===== src/rtl/instr_fetch.sv =====
// instr_fetch: initiator side of the instruction-memory read interface.
// Owns the PC, issues one word-aligned read at a time, buffers the returned
// words in a small prefetch FIFO and hands {pc, instr} pairs to decode.
//
// Ports:
//   clk, rst_n                 clock (rising edge), synchronous active-low reset
//   mem_req, mem_addr          read request / byte address (held until mem_ack)
//   mem_ack, mem_instr         one-cycle response pulse and returned word
//   redirect_valid/_pc         one-cycle flush-and-refetch from execute
//   if_valid, if_ready         handshake to decode (pop on valid && ready)
//   if_instr, if_pc            FIFO head entry (zero when empty)
//
// Optional build macro FETCH_TRACE_EN: adds a fetched-instruction counter and
// $display tracing of accepted fetches and redirects. Ports and timing are
// unchanged.
//
// state | meaning
// ------+---------------------------------------------------------------
// IDLE  | one cycle after reset, no request
// REQ   | request to pc outstanding (mem_req may be low for one cycle
//       | straight after a redirect)
// FULL  | FIFO full, no request; wait for decode to pop
module instr_fetch #(
  parameter logic [31:0] RESET_PC   = 32'd0,
  parameter logic [31:0] PC_STEP    = 32'd4,
  parameter int          FIFO_DEPTH = 2
) (
  input  logic        clk,
  input  logic        rst_n,
  output logic        mem_req,
  output logic [31:0] mem_addr,
  input  logic        mem_ack,
  input  logic [31:0] mem_instr,
  input  logic        redirect_valid,
  input  logic [31:0] redirect_pc,
  output logic        if_valid,
  input  logic        if_ready,
  output logic [31:0] if_instr,
  output logic [31:0] if_pc
);

  localparam int AW = (FIFO_DEPTH > 1) ? $clog2(FIFO_DEPTH) : 1;
  localparam int CW = AW + 1;
  localparam logic [CW-1:0] DEPTH_C = CW'(FIFO_DEPTH);

  typedef enum logic [1:0] {IDLE, REQ, FULL} state_t;

  state_t          state_q, state_d;
  logic [31:0]     pc_q, pc_d;
  logic            mem_req_q, mem_req_d;
  logic [31:0]     mem_addr_q, mem_addr_d;
  logic [31:0]     fifo_pc_q    [FIFO_DEPTH];
  logic [31:0]     fifo_pc_d    [FIFO_DEPTH];
  logic [31:0]     fifo_instr_q [FIFO_DEPTH];
  logic [31:0]     fifo_instr_d [FIFO_DEPTH];
  logic [AW-1:0]   wr_ptr_q, wr_ptr_d;
  logic [AW-1:0]   rd_ptr_q, rd_ptr_d;
  logic [CW-1:0]   count_q, count_d;
  logic [CW-1:0]   count_after;
  logic            push;
  logic            pop;
  logic [31:0]     redirect_tgt;

  assign redirect_tgt = redirect_pc & ~32'h3;

  // An ack only counts against a live request; a redirect discards it.
  assign push = (state_q == REQ) && mem_req_q && mem_ack && !redirect_valid;
  assign pop  = (count_q != '0) && if_ready;

  always_comb begin
    count_after  = count_q + CW'(push) - CW'(pop);
    state_d      = state_q;
    pc_d         = pc_q;
    mem_req_d    = mem_req_q;
    mem_addr_d   = mem_addr_q;
    wr_ptr_d     = wr_ptr_q;
    rd_ptr_d     = rd_ptr_q;
    count_d      = count_after;
    fifo_pc_d    = fifo_pc_q;
    fifo_instr_d = fifo_instr_q;

    if (push) begin
      fifo_pc_d[wr_ptr_q]    = pc_q;
      fifo_instr_d[wr_ptr_q] = mem_instr;
      wr_ptr_d               = wr_ptr_q + 1'b1;
    end
    if (pop) begin
      rd_ptr_d = rd_ptr_q + 1'b1;
    end

    if (redirect_valid) begin
      // Any outstanding request is dropped: mem_req goes low for one cycle
      // and comes back up at the new target.
      state_d    = REQ;
      pc_d       = redirect_tgt;
      mem_req_d  = 1'b0;
      mem_addr_d = redirect_tgt;
      wr_ptr_d   = '0;
      rd_ptr_d   = '0;
      count_d    = '0;
    end else begin
      case (state_q)
        IDLE: begin
          state_d    = REQ;
          mem_req_d  = 1'b1;
          mem_addr_d = pc_q;
        end
        REQ: begin
          if (!mem_req_q) begin
            mem_req_d  = 1'b1;
            mem_addr_d = pc_q;
          end else if (push) begin
            pc_d       = pc_q + PC_STEP;
            mem_addr_d = pc_q + PC_STEP;
            if (count_after < DEPTH_C) begin
              mem_req_d = 1'b1;
            end else begin
              state_d   = FULL;
              mem_req_d = 1'b0;
            end
          end
        end
        FULL: begin
          if (pop) begin
            state_d    = REQ;
            mem_req_d  = 1'b1;
            mem_addr_d = pc_q;
          end
        end
        default: begin
          state_d   = IDLE;
          mem_req_d = 1'b0;
        end
      endcase
    end
  end

  always_ff @(posedge clk) begin
    if (!rst_n) begin
      state_q    <= IDLE;
      pc_q       <= RESET_PC;
      mem_req_q  <= 1'b0;
      mem_addr_q <= RESET_PC;
      wr_ptr_q   <= '0;
      rd_ptr_q   <= '0;
      count_q    <= '0;
      for (int i = 0; i < FIFO_DEPTH; i++) begin
        fifo_pc_q[i]    <= '0;
        fifo_instr_q[i] <= '0;
      end
    end else begin
      state_q      <= state_d;
      pc_q         <= pc_d;
      mem_req_q    <= mem_req_d;
      mem_addr_q   <= mem_addr_d;
      wr_ptr_q     <= wr_ptr_d;
      rd_ptr_q     <= rd_ptr_d;
      count_q      <= count_d;
      fifo_pc_q    <= fifo_pc_d;
      fifo_instr_q <= fifo_instr_d;
    end
  end

  assign mem_req  = mem_req_q;
  assign mem_addr = mem_addr_q;
  assign if_valid = (count_q != '0);
  // Head is forced to zero when empty so stale entries never leak out.
  assign if_pc    = if_valid ? fifo_pc_q[rd_ptr_q]    : 32'd0;
  assign if_instr = if_valid ? fifo_instr_q[rd_ptr_q] : 32'd0;

`ifdef FETCH_TRACE_EN
  logic [31:0] fetch_cnt_q;
  logic [31:0] fetch_cnt_d;

  assign fetch_cnt_d = fetch_cnt_q + 32'd1;

  always_ff @(posedge clk) begin
    if (!rst_n) begin
      fetch_cnt_q <= '0;
    end else begin
      if (push) begin
        fetch_cnt_q <= fetch_cnt_d;
        $display("fetch: pc=%h instr=%h count=%0d time=%0t",
                 pc_q, mem_instr, fetch_cnt_d, $time);
      end
      if (redirect_valid) begin
        $display("redirect: pc=%h time=%0t", redirect_tgt, $time);
      end
    end
  end
`endif

endmodule


===== config.mk =====
export PLATFORM = sky130hd
export DESIGN_NAME = instr_fetch
export DESIGN_NICKNAME = d
export VERILOG_FILES = /design/src/rtl/instr_fetch.sv
export SDC_FILE = /design/constraint.sdc
export NUM_CORES = 1
export LEC_CHECK = 0
export ABC_AREA = 1
export CAP_MARGIN = 15
export CORE_AREA = 2 2 135 137
export DETAILED_ROUTE_END_ITERATION = 10
export DIE_AREA = 0 0 137 139
export GPL_TIMING_DRIVEN = 0
export PLACE_DENSITY_LB_ADDON = 0.3
export SLEW_MARGIN = 20
export SYNTH_ARGS = -nofsm -noshare
export SYNTH_HDL_FRONTEND = slang
export SYNTH_SLANG_ARGS = --single-unit

===== constraint.sdc =====
create_clock -name clk -period 3.01 [get_ports clk]
set_clock_uncertainty 0.2 [all_clocks]
set_input_delay 0.301 -clock clk [delete_from_list [all_inputs] [get_ports clk]]
set_output_delay 0.301 -clock clk [all_outputs]
set_load 0.01 [all_outputs]

== After elaboration in Yosys (flattened, before gate mapping) ==
Index checks and enable logic that the tools add are counted.
Cells by class
  add/sub/neg operators: 5
  eq/ne operators: 12
  bitwise logic cells: 3
  magnitude comparators: 4
  multiplexer cells: 32
  reduce and logical (&&, ||, !) cells: 20
Operators by type and width (number)
  32-bit 2-to-1 mux: 17
  64-bit bitwise mux: 2
  32-bit case mux with 3 select lines: 1
  32-bit by 3-bit adder with 32-bit output, second input constant: 1
  32-bit demux with 1-bit select: 1
  3-bit inequality test, second input constant: 5
  3-bit AND reduction: 4
  2-bit 2-to-1 mux: 4
  2-bit inequality test, second input constant: 4
  4-bit AND reduction: 2
  2-bit nonzero test: 4
  2-bit case mux with 3 select lines: 1
  1-bit logical AND: 5
  1-bit 2-to-1 mux: 5
  2-bit >= comparator, second input constant: 2
  4-bit inequality test, second input constant: 1
  1-bit inverter with 2-bit output: 2
  4-bit nonzero test: 1
  1-bit case mux with 3 select lines: 1
  3-bit nonzero test: 1
  1-bit adder, second input constant: 2
  2-bit by 1-bit adder with 2-bit output: 1
  2-bit by 1-bit equality test with 1-bit output, second input constant: 1
  2-bit equality test, second input constant: 1
  other kinds (7): 7
Storage, ports and cells
  input bits: 69
  output and inout bits: 98
  flip-flop bits (word level): 199
  word-level logic and storage cells: 90

== Depth between registers and ports, before layout ==
Gate-level depths: netlist of the first run.
  word-level depth: 12
  depth in mapped cells: 14
  gate-level depth less buffers: 13

== Worst setup path before layout of the first run ==
No wires, ideal clock.
  path kind: register to register
  start: register mem_req_q (netlist: mem_req)
  end: register mem_req_q (netlist: mem_req)
  clock period less this slack: 2.625 ns
  data required time: 2.689 ns
  data arrival time: 2.304 ns
  cell stages (with the launch flop): 15
  library setup time: 0.121 ns
  setup slack: 0.385 ns
  buffers on the path: 1
  path through: dfxtp_1 > nand2_1 > nor2_4 > nand2_2 > nor2_4 > inv_2 > buf_2 > ha_1 > inv_1 > ha_1 > xnor2_1 > xor2_1 > or2_2 > nand2_1 > a21oi_1
Between the ends
  cells in the longest elaborated chain, start to end: 10
Ends and longest elaborated chain
  start: declaration: RTL line 50  | logic mem_req_q, mem_req_d;
  start signal: assignment: RTL line 154  | mem_req_q <= mem_req_d;
  1-bit logical AND (3 in series): RTL line 67  | assign push = (state_q == REQ) && mem_req_q && mem_ack && !redirect_valid;
  2-bit by 1-bit adder with 2-bit output: RTL line 71  | count_after = count_q + CW'(push) - CW'(pop);
  2-bit by 1-bit subtractor with 2-bit output: RTL line 71
  2-bit < comparator: RTL line 115  | if (count_after < DEPTH_C) begin
  1-bit 2-to-1 mux: RTL line 115
  1-bit 2-to-1 mux: RTL line 112  | end else if (push) begin
  1-bit 2-to-1 mux (*): RTL line 109  | if (!mem_req_q) begin
  1-bit case mux with 3 select lines (*): RTL line 102  | case (state_q)
Every way passes the cells marked *; elsewhere a longest branch is shown, timed or not.
A chain may end at the register's enable or synchronous reset.

== Worst setup path after layout of the first run ==
  start: register rd_ptr_q
  end: output port if_pc[9]
Between the ends
  cells in the longest elaborated chain, start to end: 5
Ends and longest elaborated chain
  start: declaration: RTL line 57  | logic [AW-1:0] rd_ptr_q, rd_ptr_d;
  start signal: assignment: RTL line 157  | rd_ptr_q <= rd_ptr_d;
  1-bit inverter with 2-bit output (not written as such): RTL line 168  | assign if_pc = if_valid ? fifo_pc_q[rd_ptr_q] : 32'd0;
  32-bit 2-to-1 mux (not written as such) (3 in series): RTL line 168
  32-bit 2-to-1 mux: RTL line 168
  end: declaration: RTL line 39  | output logic [31:0] if_pc
Every way passes these cells. The select of a mux whose other input is x is not followed.

==> results of run 1 <==
timing repair:
item | 4_1_cts | 5_1_grt
setup endpoints to repair | 50 | 52
pin swaps | 0 | 2
gates resized for setup | 2 | 14
buffers inserted | 0 | 2
gates cloned | 0 | 0
routing by layer:
| layer | share of wire [%] | vias up | GRT usage [%] |
|---|---|---|---|
| met5 | 0 | - | 0 |
| met4 | 2.9 | 0 | 11.7 |
| met3 | 8.8 | 59 | 4.46 |
| met2 | 46 | 485 | 49.3 |
| met1 | 43 | 4492 | 42.4 |
| li1 | - | 4874 | - |
metrics by stage:
stage | instances | area (um^2) | util, % | power, mW | hold slack [ns]
after detailed placement | 1753 | 11100 | 62.9 | 3.22 | 0.243
final | 1786 | 11700 | 66.2 | 5.35 | 0.254
after global routing | 1786 | 11700 | 66.2 | 5.51 | 0.273
after global placement | 1753 | 11100 | 62.9 | 3.22 | 0.238
after floorplan | 1364 | 9220 | - | 2.95 | 0.230
after CTS | 1784 | 11700 | 66.0 | 5.34 | 0.254
state kept, by name (all words and copies together) (netlist names):
name / flops
mem_req: 1
rd_ptr_q: 1
wr_ptr_q: 1
fifo_instr_q: 64
count_q: 2
state_q: 2
pc_q: 30
mem_addr: 30
fifo_pc_q: 60
worst register-to-register path, cell delays in order (launching register included):
cell	delay, ns
dfxtp_2	0.39
nand2_1	0.11
nor2_4	0.16
nand2_2	0.09
nor2_4	0.17
inv_2	0.05
buf_2	0.21
ha_1	0.31
inv_1	0.04
ha_1	0.18
xnor2_1	0.13
xor2_1	0.20
or2_2	0.31
nand2_1	0.07
a21oi_1	0.06
final cells by class:
class,count,area (um^2)
timing repair buffer,162,1620
clock inverter,14,121
fill,1580,5970
sequential,191,3830
clock buffer,17,425
inverter,133,499
buffer,97,478
tap,229,287
multi-input combinational,943,4430
report_power, final:
group	total [mW]	switching, mW	internal [mW]
Clock	2.17	1.09	1.08
Sequential	2.65	0.0658	2.59
Combinational	0.528	0.299	0.230
Total	5.35	1.45	3.90
how the worst max path moves through the flow:
stage	end	startpoint	slack, ns
after detailed placement	mem_req	mem_ack	0.06
after global routing	if_pc[12]	rd_ptr_q	0.01
after CTS	if_instr[29]	rd_ptr_q	0.03
final	if_pc[9]	rd_ptr_q	0.08
after floorplan	mem_req	mem_req	0.38
after global placement	mem_req	mem_ack	0.08
kinds of logic (layout without fill, tap and decap cells):
family	after synthesis	in the layout	synth area share [%]
flip-flops	191	191	41.5
AND/OR/NAND/NOR	457	457	20.8
adder cells (fa/ha/maj)	3	3	0.408
buffers and inverters	230	423	10.5
AO/OA/AOI/OAI	470	470	25.9
other	1	4	0.0407
XOR/XNOR	9	9	0.856
cells in the final DEF, fill, tap and decap left out, types with 15 or more instances in the layout:
cell,synthesis,routed
buf_4,13,15
nand2_1,242,242
a21oi_1,270,270
nand3_1,101,101
clkbuf_16,0,17
clkdlybuf4s50_1,0,160
clkbuf_1,68,60
o21ai_0,185,185
inv_1,128,128
dfxtp_1,191,189
nor2_1,92,92
==> flow_summary.json, run 1 <==
{
  "status": "completed",
  "path_buf_inv": 3,
  "critPathArrivalTime_ns": 2.43,
  "die-area_um2": 19000,
  "root_buffer": "clkbuf_16",
  "cp_top_family": "buffers and inverters",
  "post-route-period-util_pct": 97.3,
  "fp.coreArea_um2": 17700,
  "cp_cell_sequence": "clkbuf_1 -> clkbuf_1 -> o21ai_0 -> a21oi_1 -> clkdlybuf4s50_1",
  "worst_pin_slew_ns": 0.879,
  "diodes": 0,
  "routedWlPerCell_um": 16.8,
  "min_to": "fifo_pc_q[13]",
  "grt_usage_pct": 31.0,
  "clockBufferDepth": 2,
  "synth.distinct_cells": 33,
  "hold_violations": 0,
  "path_depth": 5,
  "grt_pass1_vias": 9039,
  "numPortBuffers": 160,
  "synth_edf_count": 0,
  "holdCritStartpoint": "fifo_pc_q[13]",
  "nNetsFinal": 1617,
  "cpMaxStageDelayCell": "clkdlybuf4s50_1",
  "io_pins": 167,
  "report.final.setup_viol": 0,
  "die_h_um": 139,
  "area_delta_synth_final_pct": 26.9,
  "grt_max_degree": 19,
  "drcViolationCount": 0,
  "syn_inst": 1361,
  "ys_dominant_reg_cell": "dfxtp_1",
  "ff2ff_setup_slack_ns": 0.22,
  "max-vdd-ir-drop_mv": 0.458,
  "maxSlewHeadroom_pct": 41.4,
  "drt_iter0_drc": 955,
  "worstSetupEndpointType": "output pin",
  "r2r_end": "mem_req",
  "max_freq_mhz": 341,
  "clock-sinks": 191,
  "synth.cell_area_um2": 9210,
  "drive_gt1_share_pct": 5.72,
  "antenna_found_initial": 0,
  "synth_warnings": 0,
  "rsz0062_at_grt": "false",
  "cts_tree": "yes",
  "setup_tns_ns": 0,
  "vias": 9910,
  "slew_violations": 0,
  "synth.area.top_cells": "dfxtp_1 (42%), a21oi_1 (15%), o21ai_0 (10%)",
  "cap_viol_max_count": 0,
  "start_util_pct": 52.2,
  "clk_pin_slew_ns": 0.07,
  "die_width_um": 137,
  "first_pass_iters": 7,
  "leakage_nw": 4.25,
  "grt_overflow": 0,
  "slowest_delay_ns": 0.59,
  "ys_seq_area_share_pct": 41.5,
  "ys_seq_elements": 191,
  "numCtsBuffers": 17,
  "synth.avg_cell_area_um2": 6.77,
  "grt_pass1_wl_mm": 46.6,
  "crit_path_frequent_cell": "clkbuf_1",
  "synthArstFlopShare_pct": 0,
  "post-dp-hpwl_mm": 21.7,
  "hold_buffers": 0,
  "min_period_ns": 2.93,
  "detail-route-antenna-nets": 0,
  "worstReg2RegStart": "mem_req",
  "setup_slack_ns": 0.0808,
  "worstPathRequired_ns": 2.51,
  "clk_latency_ns": 0.44,
  "hold_class": "flop to flop",
  "gp_congestion": 0.948,
  "cp-start-kind": "flop",
  "hold_depth": 2,
  "cp_max_fo": 10,
  "synth_common_cells": "a21oi_1 (270), nand2_1 (242), dfxtp_1 (191)",
  "synth_top_cell_by_area": "dfxtp_1",
  "totalWireLength_mm": 30.0,
  "synth.most_common_cell": "a21oi_1",
  "vias_per_cell": 5.55,
  "pre_cts_slack_ns": 0.0588,
  "r2r_cells": 14,
  "num_rows": 49,
  "synth_top_area_share_pct": 41.5,
  "htreeDepth": 4,
  "power_density_nw_per_um2": 458,
  "critPathKind": "flop to output pin"
}
(Power assumes the default switching activity.)
==> inputs of run 2 (changes only) <==
Settings changed: SETUP_SLACK_MARGIN set to 0.15.
==> run 2 against run 1 <==
Effect of this change:
- sequential power is essentially flat
- critical path depth grew 1
- flip-flop and latch count is the same
- clock power is essentially flat
- total power is essentially flat
- combinational power is essentially flat
- final area grew 0.15%
- via count shrank 0.23%
- die area is the same
- critical path type unchanged
- hold slack is essentially flat
- final cell count is the same
==> flow_summary.json, run 2 (synthesis results as in run 1) <==
{
  "status": "completed",
  "grt_pass1_vias": 9052,
  "clock-sinks": 191,
  "numCtsBuffers": 17,
  "clk_pin_slew_ns": 0.07,
  "reg_top3": "fifo_instr_q x64, fifo_pc_q x60",
  "clockBufferDepth": 2,
  "die_h_um": 139,
  "gp_congestion": 0.948,
  "diodes": 0,
  "drive_gt1_share_pct": 6.36,
  "regMostFlops": "fifo_instr_q",
  "post-route-period-util_pct": 91.1,
  "grt_usage_pct": 31.0,
  "layout_commonest_cell": "a21oi_1",
  "cp_max_fo": 10,
  "rsz0062_at_grt": "true",
  "critPathArrivalTime_ns": 2.24,
  "max_freq_mhz": 365,
  "power_density_nw_per_um2": 457,
  "worstPathRequired_ns": 2.51,
  "maxSlewHeadroom_pct": 42.5,
  "mostFrequentLayoutCells": "a21oi_1 (270), nand2_1 (242), dfxtp_1 (189)",
  "slew_violations": 0,
  "io_pins": 167,
  "htreeDepth": 4,
  "die-area_um2": 19000,
  "cp-start-kind": "flop",
  "totalWireLength_mm": 30.0,
  "drcViolationCount": 0,
  "critPathKind": "flop to output pin",
  "start_util_pct": 52.2,
  "largest_register_ffs": 64,
  "post-dp-hpwl_mm": 21.7,
  "grt_max_degree": 19,
  "routedWlPerCell_um": 16.8,
  "root_buffer": "clkbuf_16",
  "hold_violations": 0,
  "die_width_um": 137,
  "grt_pass1_wl_mm": 46.7,
  "worst_pin_slew_ns": 0.863,
  "antenna_found_initial": 0,
  "finalPower_mw": 5.35,
  "num_rows": 49,
  "cts_tree": "yes",
  "vias_per_cell": 5.54,
  "finish.utilization_pct": 66.3,
  "nNetsFinal": 1617,
  "area_delta_synth_final_pct": 27.0,
  "detail-route-antenna-nets": 0,
  "setup_tns_ns": 0,
  "cap_viol_max_count": 0,
  "vias": 9887,
  "hold_class": "flop to flop",
  "hold_slack_ns": 0.254,
  "min_period_ns": 2.74,
  "numPortBuffers": 160,
  "report.final.setup_viol": 0,
  "hold_buffers": 0,
  "drt_iter0_drc": 943,
  "leakage_nw": 4.29,
  "clk_latency_ns": 0.45,
  "max-vdd-ir-drop_mv": 0.460,
  "worstSetupEndpointType": "output pin",
  "grt_overflow": 0,
  "fp.coreArea_um2": 17700,
  "first_pass_iters": 5
}
## run 2: changes by cell type in the layout (fill, tap and decap cells not counted)
cell	before	now
clkbuf_2	8	17
clkbuf_4	0	1
or2_2	4	3
clkbuf_1	60	50
or2_4	0	1
## run 2: worst max-delay path, cell delays in order, from the launching register on
cell and delay [ns]:
dfxtp_1 0.34, inv_1 0.05, nand2_2 0.21, clkbuf_2 0.27, o21ai_0 0.12, a21oi_1 0.21, clkdlybuf4s50_1 0.58
## run 2: metrics by stage
stage	area, um^2	std cells	setup slack, ns
after global routing	11700	1786	0.126
after detailed placement	11100	1753	0.0588
after floorplan	9220	1364	0.385
after CTS	11700	1785	0.166
final	11700	1786	0.267
after global placement	11100	1753	0.0838
## run 2: final cells by class
type                            instances  area (um^2)
Fill cell                            1578         5950
Multi-Input combinational cell        943         4430
Sequential cell                       191         3830
Timing Repair Buffer                  162         1620
Inverter                              133          499
Buffer                                 97          493
Clock buffer                           17          425
Tap cell                              229          287
Clock inverter                         14          121
## run 2: what timing repair did
item / in CTS / in global routing
setup endpoints to repair: 61 / 59
pin swaps: 1 / 2
gates resized for setup: 10 / 21
buffers inserted: 1 / 1
gates cloned: 0 / 0
## run 2: where the power goes
group          internal (mW)  total (mW)  leakage (nW)  switching (mW)
sequential              2.59        2.65          1.55          0.0662
combinational          0.230       0.529          2.47           0.299
clock                   1.08        2.17         0.271            1.08
total                   3.90        5.35          4.29            1.45
## run 2: per-layer routing
| layer | global-route usage [%] | up-vias | wire (um) | part of all wire [%] |
|---|---|---|---|---|
| met3 | 4.86 | 58 | 2280 | 7.6 |
| li1 | - | 4872 | - | - |
| met2 | 49.4 | 443 | 13900 | 46 |
| met4 | 11.7 | 0 | 792 | 2.6 |
| met5 | 0 | - | 0 | 0 |
| met1 | 42.3 | 4514 | 13100 | 44 |
## run 2: worst paths after layout
path,start,to,slack [ns],cells after the start
worst max-delay path,count_q[1],if_pc[23],0.27,6
worst min-delay path,fifo_pc_q[15],fifo_pc_q[15],0.25,2
worst max register to register,mem_req,mem_req,0.29,14
worst min register to register,fifo_pc_q[15],fifo_pc_q[15],0.25,2
==> inputs of run 3 (changes only) <==
Settings changed: CAP_MARGIN 15 to 30.
==> results of run 3 <==
Final layout, timing and power as in run 2 (identical DEF).
